## src/rtl/nbout_pkg.sv

```systemverilog
// Shared widths and FSM state type for the NBout packer control slice.
package nbout_pkg;

  localparam int unsigned BIT_WIDTH  = 16;
  localparam int unsigned SHIFT_BITS = 5;
  localparam int unsigned BIT_IDX    = 4;

  typedef enum logic [1:0] {
    IDLE  = 2'd0,
    RUN   = 2'd1,
    FLUSH = 2'd2,
    DRAIN = 2'd3
  } state_t;

endpackage

```

## src/rtl/nbout_pack_mask.sv

```systemverilog
// Builds the packer load mask: 'width' ones starting at bit 'base', wrapping
// around the two concatenated rows.
module nbout_pack_mask
  import nbout_pkg::*;
(
  input  logic [SHIFT_BITS-1:0]  width,
  input  logic [SHIFT_BITS-1:0]  base,
  output logic [2*BIT_WIDTH-1:0] mask
);

  logic [SHIFT_BITS-1:0] idx;

  // Index arithmetic is modulo 2*BIT_WIDTH by truncation, which yields the rotate.
  always_comb begin
    mask = '0;
    idx  = '0;
    for (int unsigned i = 0; i < 2*BIT_WIDTH; i++) begin
      idx       = SHIFT_BITS'(i) + base;
      mask[idx] = (SHIFT_BITS'(i) < width);
    end
  end

endmodule

```

## src/rtl/nbout_pack_ctrl.sv

```systemverilog
// Control sequencer for nbout_packer: tracks the bit pointer across two rows
// and issues one NBout write per completed or flushed row.
module nbout_pack_ctrl
  import nbout_pkg::*;
(
  input  logic                   clk,
  input  logic                   rst_n,
  input  logic                   i_start,
  input  logic [BIT_IDX-1:0]     i_n,
  input  logic                   i_valid,
  output logic                   o_ready,
  input  logic                   i_flush,
  output logic [SHIFT_BITS-1:0]  o_s,
  output logic [2*BIT_WIDTH-1:0] o_load,
  output logic                   o_row_sel,
  output logic                   o_wr_en,
  input  logic                   i_wr_ready,
  output logic [SHIFT_BITS-1:0]  o_wr_len,
  output logic                   o_busy,
  output logic                   o_done
);

  state_t                  state;
  logic [SHIFT_BITS-2:0]   ptr;
  logic                    row;
  logic [SHIFT_BITS-1:0]   width;
  logic [SHIFT_BITS-1:0]   base;
  logic [SHIFT_BITS-1:0]   p_next;
  logic [2*BIT_WIDTH-1:0]  mask;
  logic                    pending;
  logic                    accept;

  assign base    = {row, ptr};
  assign pending = o_wr_en & ~i_wr_ready;
  assign o_ready = (state == RUN) & ~pending;
  assign accept  = o_ready & i_valid;
  assign p_next  = {1'b0, ptr} + width;
  assign o_busy  = (state != IDLE);
  assign o_s     = accept ? base : '0;
  assign o_load  = accept ? mask : '0;

  nbout_pack_mask u_mask (
    .width (width),
    .base  (base),
    .mask  (mask)
  );

  // BIT_WIDTH is a power of two, so p_next's MSB flags row completion and the
  // low bits are already p_next - BIT_WIDTH.
  always_ff @(posedge clk or negedge rst_n) begin
    if (!rst_n) begin
      state     <= IDLE;
      ptr       <= '0;
      row       <= 1'b0;
      width     <= SHIFT_BITS'(1);
      o_wr_en   <= 1'b0;
      o_row_sel <= 1'b0;
      o_wr_len  <= '0;
      o_done    <= 1'b0;
    end else begin
      o_done <= 1'b0;
      if (o_wr_en && i_wr_ready) o_wr_en <= 1'b0;
      case (state)
        IDLE: begin
          if (i_start) begin
            width <= SHIFT_BITS'(i_n) + SHIFT_BITS'(1);
            ptr   <= '0;
            row   <= 1'b0;
            state <= RUN;
          end
        end
        RUN: begin
          if (accept) begin
            ptr <= p_next[SHIFT_BITS-2:0];
            if (p_next[SHIFT_BITS-1]) begin
              row       <= ~row;
              o_wr_en   <= 1'b1;
              o_row_sel <= row;
              o_wr_len  <= SHIFT_BITS'(BIT_WIDTH);
            end
          end
          if (i_flush) state <= FLUSH;
        end
        FLUSH: begin
          if (!pending) begin
            if (ptr != '0) begin
              o_wr_en   <= 1'b1;
              o_row_sel <= row;
              o_wr_len  <= {1'b0, ptr};
              ptr       <= '0;
              row       <= ~row;
            end
            state <= DRAIN;
          end
        end
        DRAIN: begin
          if (!pending) begin
            state  <= IDLE;
            o_done <= 1'b1;
          end
        end
        default: state <= IDLE;
      endcase
    end
  end

endmodule

```

## config.mk

```make
export PLATFORM = sky130hd
export DESIGN_NAME = nbout_pack_ctrl
export DESIGN_NICKNAME = d
export VERILOG_FILES = /design/src/rtl/nbout_pkg.sv /design/src/rtl/nbout_pack_mask.sv /design/src/rtl/nbout_pack_ctrl.sv
export SDC_FILE = /design/constraint.sdc
export NUM_CORES = 1
export LEC_CHECK = 0
export ABC_AREA = 1
export CELL_PAD_IN_SITES_DETAIL_PLACEMENT = 1
export CELL_PAD_IN_SITES_GLOBAL_PLACEMENT = 1
export CORE_UTILIZATION = 40
export CTS_BUF_LIST = sky130_fd_sc_hd__clkbuf_4 sky130_fd_sc_hd__clkbuf_8 sky130_fd_sc_hd__clkbuf_16
export DETAILED_ROUTE_END_ITERATION = 8
export PLACE_DENSITY_LB_ADDON = 0.1
export SLEW_MARGIN = 20
export SYNTH_ARGS = -nofsm -noshare
export SYNTH_HDL_FRONTEND = slang
export SYNTH_SLANG_ARGS = --single-unit
```

## constraint.sdc

```tcl
create_clock -name clk -period 4.6 [get_ports clk]
set_input_delay 0.92 -clock clk [delete_from_list [all_inputs] [get_ports clk]]
set_output_delay 0.92 -clock clk [all_outputs]
set_load 0.02 [all_outputs]
```

==> results.yml, run 1 <==
cts:
  clk_path_buf_depth: 2
  postCtsSetupBuffers: 50
  h-tree-depth: 1
  hold_buffers: 0
  cts_sinks: 20
  clock-root-buffer: "clkbuf_16"
  cts.repair.resized: 724
  cts_buffers: 3
yosys:
  synth_cells: 3082
  ys.flop_type: "dfrtp_1"
  netlist-cell-type-count: 53
  synth_top_area_share_pct: 33.7
  yosysTopAreaCell: "nand2_1"
  yosys-top-cells-count: "1,262 x nand2_1, 418 x nor2_1, 265 x inv_1, 232 x a21oi_1, 221 x nand3_1"
  synth_edf_count: 0
  synth.most_common_cell: "nand2_1"
  synth_seq_cells: 20
  synth_area_leaders: "nand2_1 34%, nor2_1 11%, a21oi_1 8.3%, nand3_1 7.9%, inv_1 7.1%"
  async_flop_share_pct: 100
  synth_seq_area_share_pct: 3.57
  yosys_warnings: 0
  synth_area_per_cell_um2: 4.56
  synth_nets: 3111
  syn_area_um2: 14100
floorplan:
  io_pins: 57
  die_x_um: 190
  placementRows: 68
  initial_core_util_pct: 40.7
  dieHeight_um: 190
run_status:
  stop_stage: "4_1_cts"
  status: "aborted with a tool error"
  tool.error: "[ERROR DPL-0033] detailed placement checks failed during check placement."
placement:
  place_congestion: 1.27
  place_inst: 4201
  hpwl_mm: 96.8
  io_buffers: 56
## per-stage QoR
stage	worst slack (ps)	cell area, µm²
after floorplan	106	14100
after global placement	-877	20600
after detailed placement	-1270	20600
## cells by family after synthesis
kind of cell,Yosys count,synth area share (%)
flops,20,3.57
xor+xnor,12,1.44
mux,1,0.0801
fa+ha+maj,19,1.74
simple gates,2073,61.0
compound gates,459,17.8
buf+inv,498,14.4
==> run 2: changes to the inputs <==
==> config.mk (replaced) <==
export PLATFORM = sky130hd
export DESIGN_NAME = nbout_pack_ctrl
export DESIGN_NICKNAME = d
export VERILOG_FILES = /design/src/rtl/nbout_pkg.sv /design/src/rtl/nbout_pack_mask.sv /design/src/rtl/nbout_pack_ctrl.sv
export SDC_FILE = /design/constraint.sdc
export NUM_CORES = 1
export LEC_CHECK = 0
export ABC_AREA = 1
export CORE_UTILIZATION = 25
export DETAILED_ROUTE_END_ITERATION = 8
export PLACE_DENSITY_LB_ADDON = 0.15
export SLEW_MARGIN = 20
export SYNTH_ARGS = -nofsm -noshare
export SYNTH_HDL_FRONTEND = slang
export SYNTH_SLANG_ARGS = --single-unit
==> run 2 against run 1 <==
- the flow now finishes, with violations (negative setup slack)
- synthesized area is the same
- synthesized cell count unchanged
==> results.yml, run 2 <==
run_status:
  status: "finished with violations"
  violations: "negative setup slack"
min_path:
  hold_path_depth: 2
  hp-class: "flip-flop to flip-flop"
  hp-start: "o_wr_len[1]"
  hold_path_end: "o_wr_len[1]"
worst_setup_path:
  critPathMaxStageDelay_ps: 460
  critical_path_buf_inv_count: 6
  reg2reg_to: "ptr[2]"
  crit_family: "simple AND/OR/NAND/NOR gates"
  ff2ff_path_depth: 11
  crit_path_start_kind: "flip-flop"
  worst-setup-path-type: "flip-flop to output pin"
  crit_path_end_kind: "output pin"
  crit_cells: 33
  critPathMostFrequentCell: "nand2_1"
  cp_max_fo: 8
  required_ps: 3680
  slowest_stage: "dfrtp_2"
  reg2reg_slack_ps: 1910
  rr_startpoint: "state[1]"
  arrival_ps: 4140
timing:
  fmax_mhz: 198
  final_max_slew_viol_count: 0
  rsz0062_at_grt: "yes"
  setup_slack_ps: -461
  period_share_pct: 110
  finalSetupTns_ps: -7930
  setup_violations: 31
  slew_headroom_pct: 42.2
  skew_ps: 3.32
  worst_pin_slew_ps: 866
  fin_crit_ps: 5060
  finalHoldViolations: 0
  holdWs_ps: 481
cts:
  clk_path_buf_depth: 2
  cts_tree: "built"
  cts_buffers: 3
  hold_buffers: 0
  path_clk_slew_ps: 60
  clock_latency_ps: 260
  h-tree-depth: 1
  cts_sinks: 20
  clock-root-buffer: "clkbuf_16"
final_layout:
  instances_no_fill: 4706
  fin_util_pct: 46.6
  layout_commonest_cell: "nand2_1"
  design_area_um2: 25800
  num-nets-final: 3985
  final_cell_mix: "1,000 x nand2_1, 861 x buf_4, 329 x nor2_1"
  syn2layout_area_growth_pct: 83.2
  drive_gt1_share_pct: 42.8
  top_regs: "o_wr_len: 5 flops, width: 5 flops, ptr: 4 flops"
yosys:
  syn_area_um2: 14100
  synth_seq_area_share_pct: 3.57
  synth.most_common_cell: "nand2_1"
  ys.flop_type: "dfrtp_1"
  synth_cells: 3082
  yosys_warnings: 0
  synth_area_per_cell_um2: 4.56
  synth_top_area_share_pct: 33.7
  netlist-cell-type-count: 53
  yosys-top-cells-count: "1,262 x nand2_1, 418 x nor2_1, 265 x inv_1, 232 x a21oi_1, 221 x nand3_1"
  synth_area_leaders: "nand2_1 34%, nor2_1 11%, a21oi_1 8.3%, nand3_1 7.9%, inv_1 7.1%"
  async_flop_share_pct: 100
  synth_edf_count: 0
  synth_nets: 3111
  yosysTopAreaCell: "nand2_1"
  synth_seq_cells: 20
power_and_ir_drop:
  combPwrFrac_pct: 97.5
  power.density_nw_per_um2: 937
  p_sw_share_pct: 62.2
  switchingPower_w: 0.0150
  seqPwrFrac_pct: 1.5
  internal-power_w: 0.00914
  vdd_drop_max_mv: 0.463
  p_leak_nw: 12.4
  p_clk_share_pct: 1.0
route:
  vias: 25300
  postRouteAntennaNets: 0
  drt_iter0_markers: 3083
  dr_wl_met2_mm: 48.0
  vias_per_cell: 5.38
  wl_per_cell_um: 25.4
  met3_length_mm: 14.2
  highest_layer: "met5"
  routed_wl_mm: 120
  remaining_drc_errors: 0
  wl_met1_mm: 49.5
  firstDrtPassIters: 6
global_routing:
  antenna_found_initial: 4
  grt_pass1_wl_mm: 167
  grt_usage_pct: 40.6
  grt_max_degree: 36
  overflow: 0
  grt_pass1_vias: 23200
placement:
  place_inst: 4598
  io_buffers: 56
  hpwl_mm: 94.9
  place_congestion: 1.08
  post_dp_cell_area_um2: 22000
floorplan:
  dieHeight_um: 239
  initial_core_util_pct: 25.4
  core_um2: 55300
  placementRows: 86
  io_pins: 57
  die_x_um: 239
  dieArea_um2: 57200
run:
  cap_viol_max_count: 0
==> run 2: cell counts after synthesis <==
No cell type changed its count.
==> run 2: power groups by stage <==
stage          sequential [W]  clock, W  combinational (W)
2_1_floorplan        0.000357         0            0.00759
3_3_place_gp         0.000330         0             0.0187
3_5_place_dp         0.000334         0             0.0186
4_1_cts              0.000348  0.000249             0.0207
5_1_grt              0.000366  0.000258             0.0242
6_report             0.000354  0.000243             0.0236
==> run 2: layout make-up <==
type / instances / area (µm²)
timing repair buffer: 1031 / 8760
inverter: 336 / 1310
clock inverter: 1 / 30.0
tap: 748 / 936
fill: 6187 / 29500
sequential: 20 / 508
clock buffer: 3 / 75.1
antenna: 3 / 7.51
multi-input combinational: 2564 / 14100
==> run 2: stage by stage <==
step           worst slack (ps)  power [W]
2_1_floorplan               106    0.00795
3_3_place_gp              -1170     0.0191
3_5_place_dp              -1140     0.0190
4_1_cts                    -445     0.0213
5_1_grt                    -600     0.0249
6_report                   -461     0.0242
==> run 2: worst register-to-register path, cell delays in order, from the launching register on <==
cell and delay, ps:
dfrtp_1 400, inv_1 100, ha_1 270, inv_1 160, nor2_1 160, nand2_1 110
buf_12 180, a21oi_1 230, nand2_1 80, a21oi_1 460, o211ai_1 170, o21ai_0 210
==> run 2: kinds of logic after synthesis <==
family	Yosys count	share of synthesized area (%)
flops	20	3.57
xor+xnor	12	1.44
compound gates	459	17.8
buf+inv	498	14.4
mux	1	0.0801
simple gates	2073	61.0
fa+ha+maj	19	1.74
==> run 2: repair_timing <==
action | CTS | global route
setup endpoints to repair | 32 | 32
buffers inserted | 64 | 45
gates resized for setup | 557 | 453
pin swaps | 146 | 274
==> run 2: worst max path at each step <==
stage                 from         end  slack, ps
floorplan           ptr[2]  o_load[12]        110
global placement    ptr[0]   o_load[3]      -1170
detailed placement  ptr[0]   o_load[3]      -1140
CTS                 ptr[2]   o_load[3]       -440
global route        ptr[2]   o_load[3]       -600
finish              ptr[2]   o_load[3]       -460
==> run 2: per-layer routing <==
layer	GRT usage [%]	up-vias
met5	0	-
met1	55.5	11700
met3	8.89	380
met2	59.3	1692
met4	20.7	2
li1	-	11600
Power figures use the tool's default switching activity.
==> run 3: changes to the inputs <==
--- a/config.mk
+++ b/config.mk
@@ -8,6 +8,7 @@
 export ABC_AREA = 1
 export CORE_UTILIZATION = 25
 export DETAILED_ROUTE_END_ITERATION = 8
+export GPL_TIMING_DRIVEN = 0
 export PLACE_DENSITY_LB_ADDON = 0.15
 export SLEW_MARGIN = 20
 export SYNTH_ARGS = -nofsm -noshare
==> run 3 against run 2 <==
- the run still ends with negative setup slack left
- non-clock buffer count is 651 lower
- hold slack better by 4.4 ps
- sequential cell count stayed put
- utilization is 9.0 points lower
- fmax shrank 8.8%
- critical path type unchanged
- first-iteration DRC count is 14% higher
- clock skew increased by 0.91 ps
- count of clock-buffer cells in the layout did not move
- setup slack lost 490 ps
- global-route usage up 8.1 points
- die area stayed put
==> results.yml, run 3 (synthesis gave the netlist of run 2 again) <==
cts:
  clk_path_buf_depth: 2
  clock-root-buffer: "clkbuf_16"
  cts_tree: "built"
  hold_buffers: 0
  path_clk_slew_ps: 60
  clock_latency_ps: 250
  cts_buffers: 3
  h-tree-depth: 1
  cts_sinks: 20
worst_setup_path:
  cp_max_fo: 8
  worst-setup-path-type: "flip-flop to output pin"
  crit_path_start_kind: "flip-flop"
  ff2ff_path_depth: 13
  critPathMostFrequentCell: "nand2_2"
  arrival_ps: 4630
  slowest_stage: "o21ai_2"
  crit_path_end_kind: "output pin"
  required_ps: 3680
  critPathMaxStageDelay_ps: 740
  path_cells: "buf_4 -> nor2_4 -> inv_1 -> o21ai_2 -> inv_1 -> a31oi_1 -> nand4_1 -> nand2_2 -> nand3_2 -> nand2_2 -> nand2_2 -> nand2_4 -> nand3_4 -> nand2_2 -> nand3_2 -> nand2_2 -> a21oi_4 -> buf_6"
final_layout:
  final_cell_mix: "962 x nand2_1, 339 x nor2_1, 243 x inv_1"
  syn2layout_area_growth_pct: 47.8
  layout_commonest_cell: "nand2_1"
  top_regs: "o_wr_len: 5 flops, width: 5 flops, ptr: 4 flops"
  instances_no_fill: 4056
  drive_gt1_share_pct: 31.0
  num-nets-final: 3334
timing:
  setup_violations: 32
  setup_slack_ps: -952
  skew_ps: 4.22
  fmax_mhz: 180
  finalHoldViolations: 0
  final_max_slew_viol_count: 0
  fin_crit_ps: 5550
  rsz0062_at_grt: "yes"
  slew_headroom_pct: 15.5
  period_share_pct: 121
  worst_pin_slew_ps: 1270
floorplan:
  placementRows: 86
  dieHeight_um: 239
  core_um2: 55300
  die_x_um: 239
  initial_core_util_pct: 25.4
  dieArea_um2: 57200
  io_pins: 57
run_status:
  violations: "negative setup slack"
  status: "finished with violations"
global_routing:
  antenna_found_initial: 13
  overflow: 0
  grt_pass1_wl_mm: 189
  grt_max_degree: 21
  grt_pass1_vias: 22300
  grt_usage_pct: 48.7
route:
  vias_per_cell: 6.03
  vias: 24500
  drt_iter0_markers: 3504
  remaining_drc_errors: 0
  wl_per_cell_um: 35.3
  routed_wl_mm: 143
  postRouteAntennaNets: 0
  firstDrtPassIters: 6
min_path:
  hold_path_depth: 2
  hp-class: "flip-flop to flip-flop"
placement:
  place_congestion: 1.11
  io_buffers: 56
  place_inst: 3888
  hpwl_mm: 108
run:
  cap_viol_max_count: 0
## run 3: routing by layer
layer	vias to the layer above	share of wire (%)	global-route usage, %
li1	10300	-	-
met1	11600	38	60.2
met2	2009	39	69.8
met3	639	13	14.1
met4	8	10	39.5
met5	-	0.034	0
## run 3: worst paths after layout
check                               start          end  slack (ps)
worst max-delay path             width[2]   o_load[12]        -950
worst min-delay path            o_row_sel    o_row_sel         490
worst max register to register     ptr[0]          row         890
worst min register to register  o_row_sel    o_row_sel         490
max in group asynchronous           rst_n       ptr[2]        3620
min in group asynchronous           rst_n  o_wr_len[4]         620
## run 3: area by class of cell
cell class,count,area (µm²)
diodes,4,10.0
plain buffers,161,1080
clock buffers,3,75.1
clock inverters,1,30.0
fillers,6559,34500
inverters,336,1380
multi-input cells,2564,14600
flip-flops and latches,20,509
well taps,748,936
repair buffers,219,2110
## run 3: timing repair
action                                  4_1_cts  5_1_grt
gates cloned                                  1        0
setup buffers                               123       40
endpoints found under the setup margin       32       37
resized for setup                           940      300
pin swaps                                   194      223
## run 3: critical path: cells and delay by family (launching register included)
| family | cells | cell delay [ps] |
|---|---|---|
| flops | 1 | 390 |
| buf+inv | 4 | 910 |
| simple gates | 11 | 1550 |
| compound gates | 3 | 1480 |
## run 3: metrics by stage
step | TNS [ps] | hold WS (ps) | area (µm²) | util [%] | setup slack, ps
2_1_floorplan | 0 | 505 | 14100 | - | 106
3_3_place_gp | -121760 | 472 | 15600 | 28.1 | -4240
5_1_grt | -24030 | 521 | 20800 | 37.6 | -971
3_5_place_dp | -97890 | 475 | 15600 | 28.2 | -3460
6_report | -22120 | 485 | 20800 | 37.6 | -952
4_1_cts | -18400 | 491 | 19400 | 35.0 | -801
Power of run 3 is left out: the tool's default activity adds up to more than one toggle a clock period on the data nets, which glitch-free logic cannot reach.
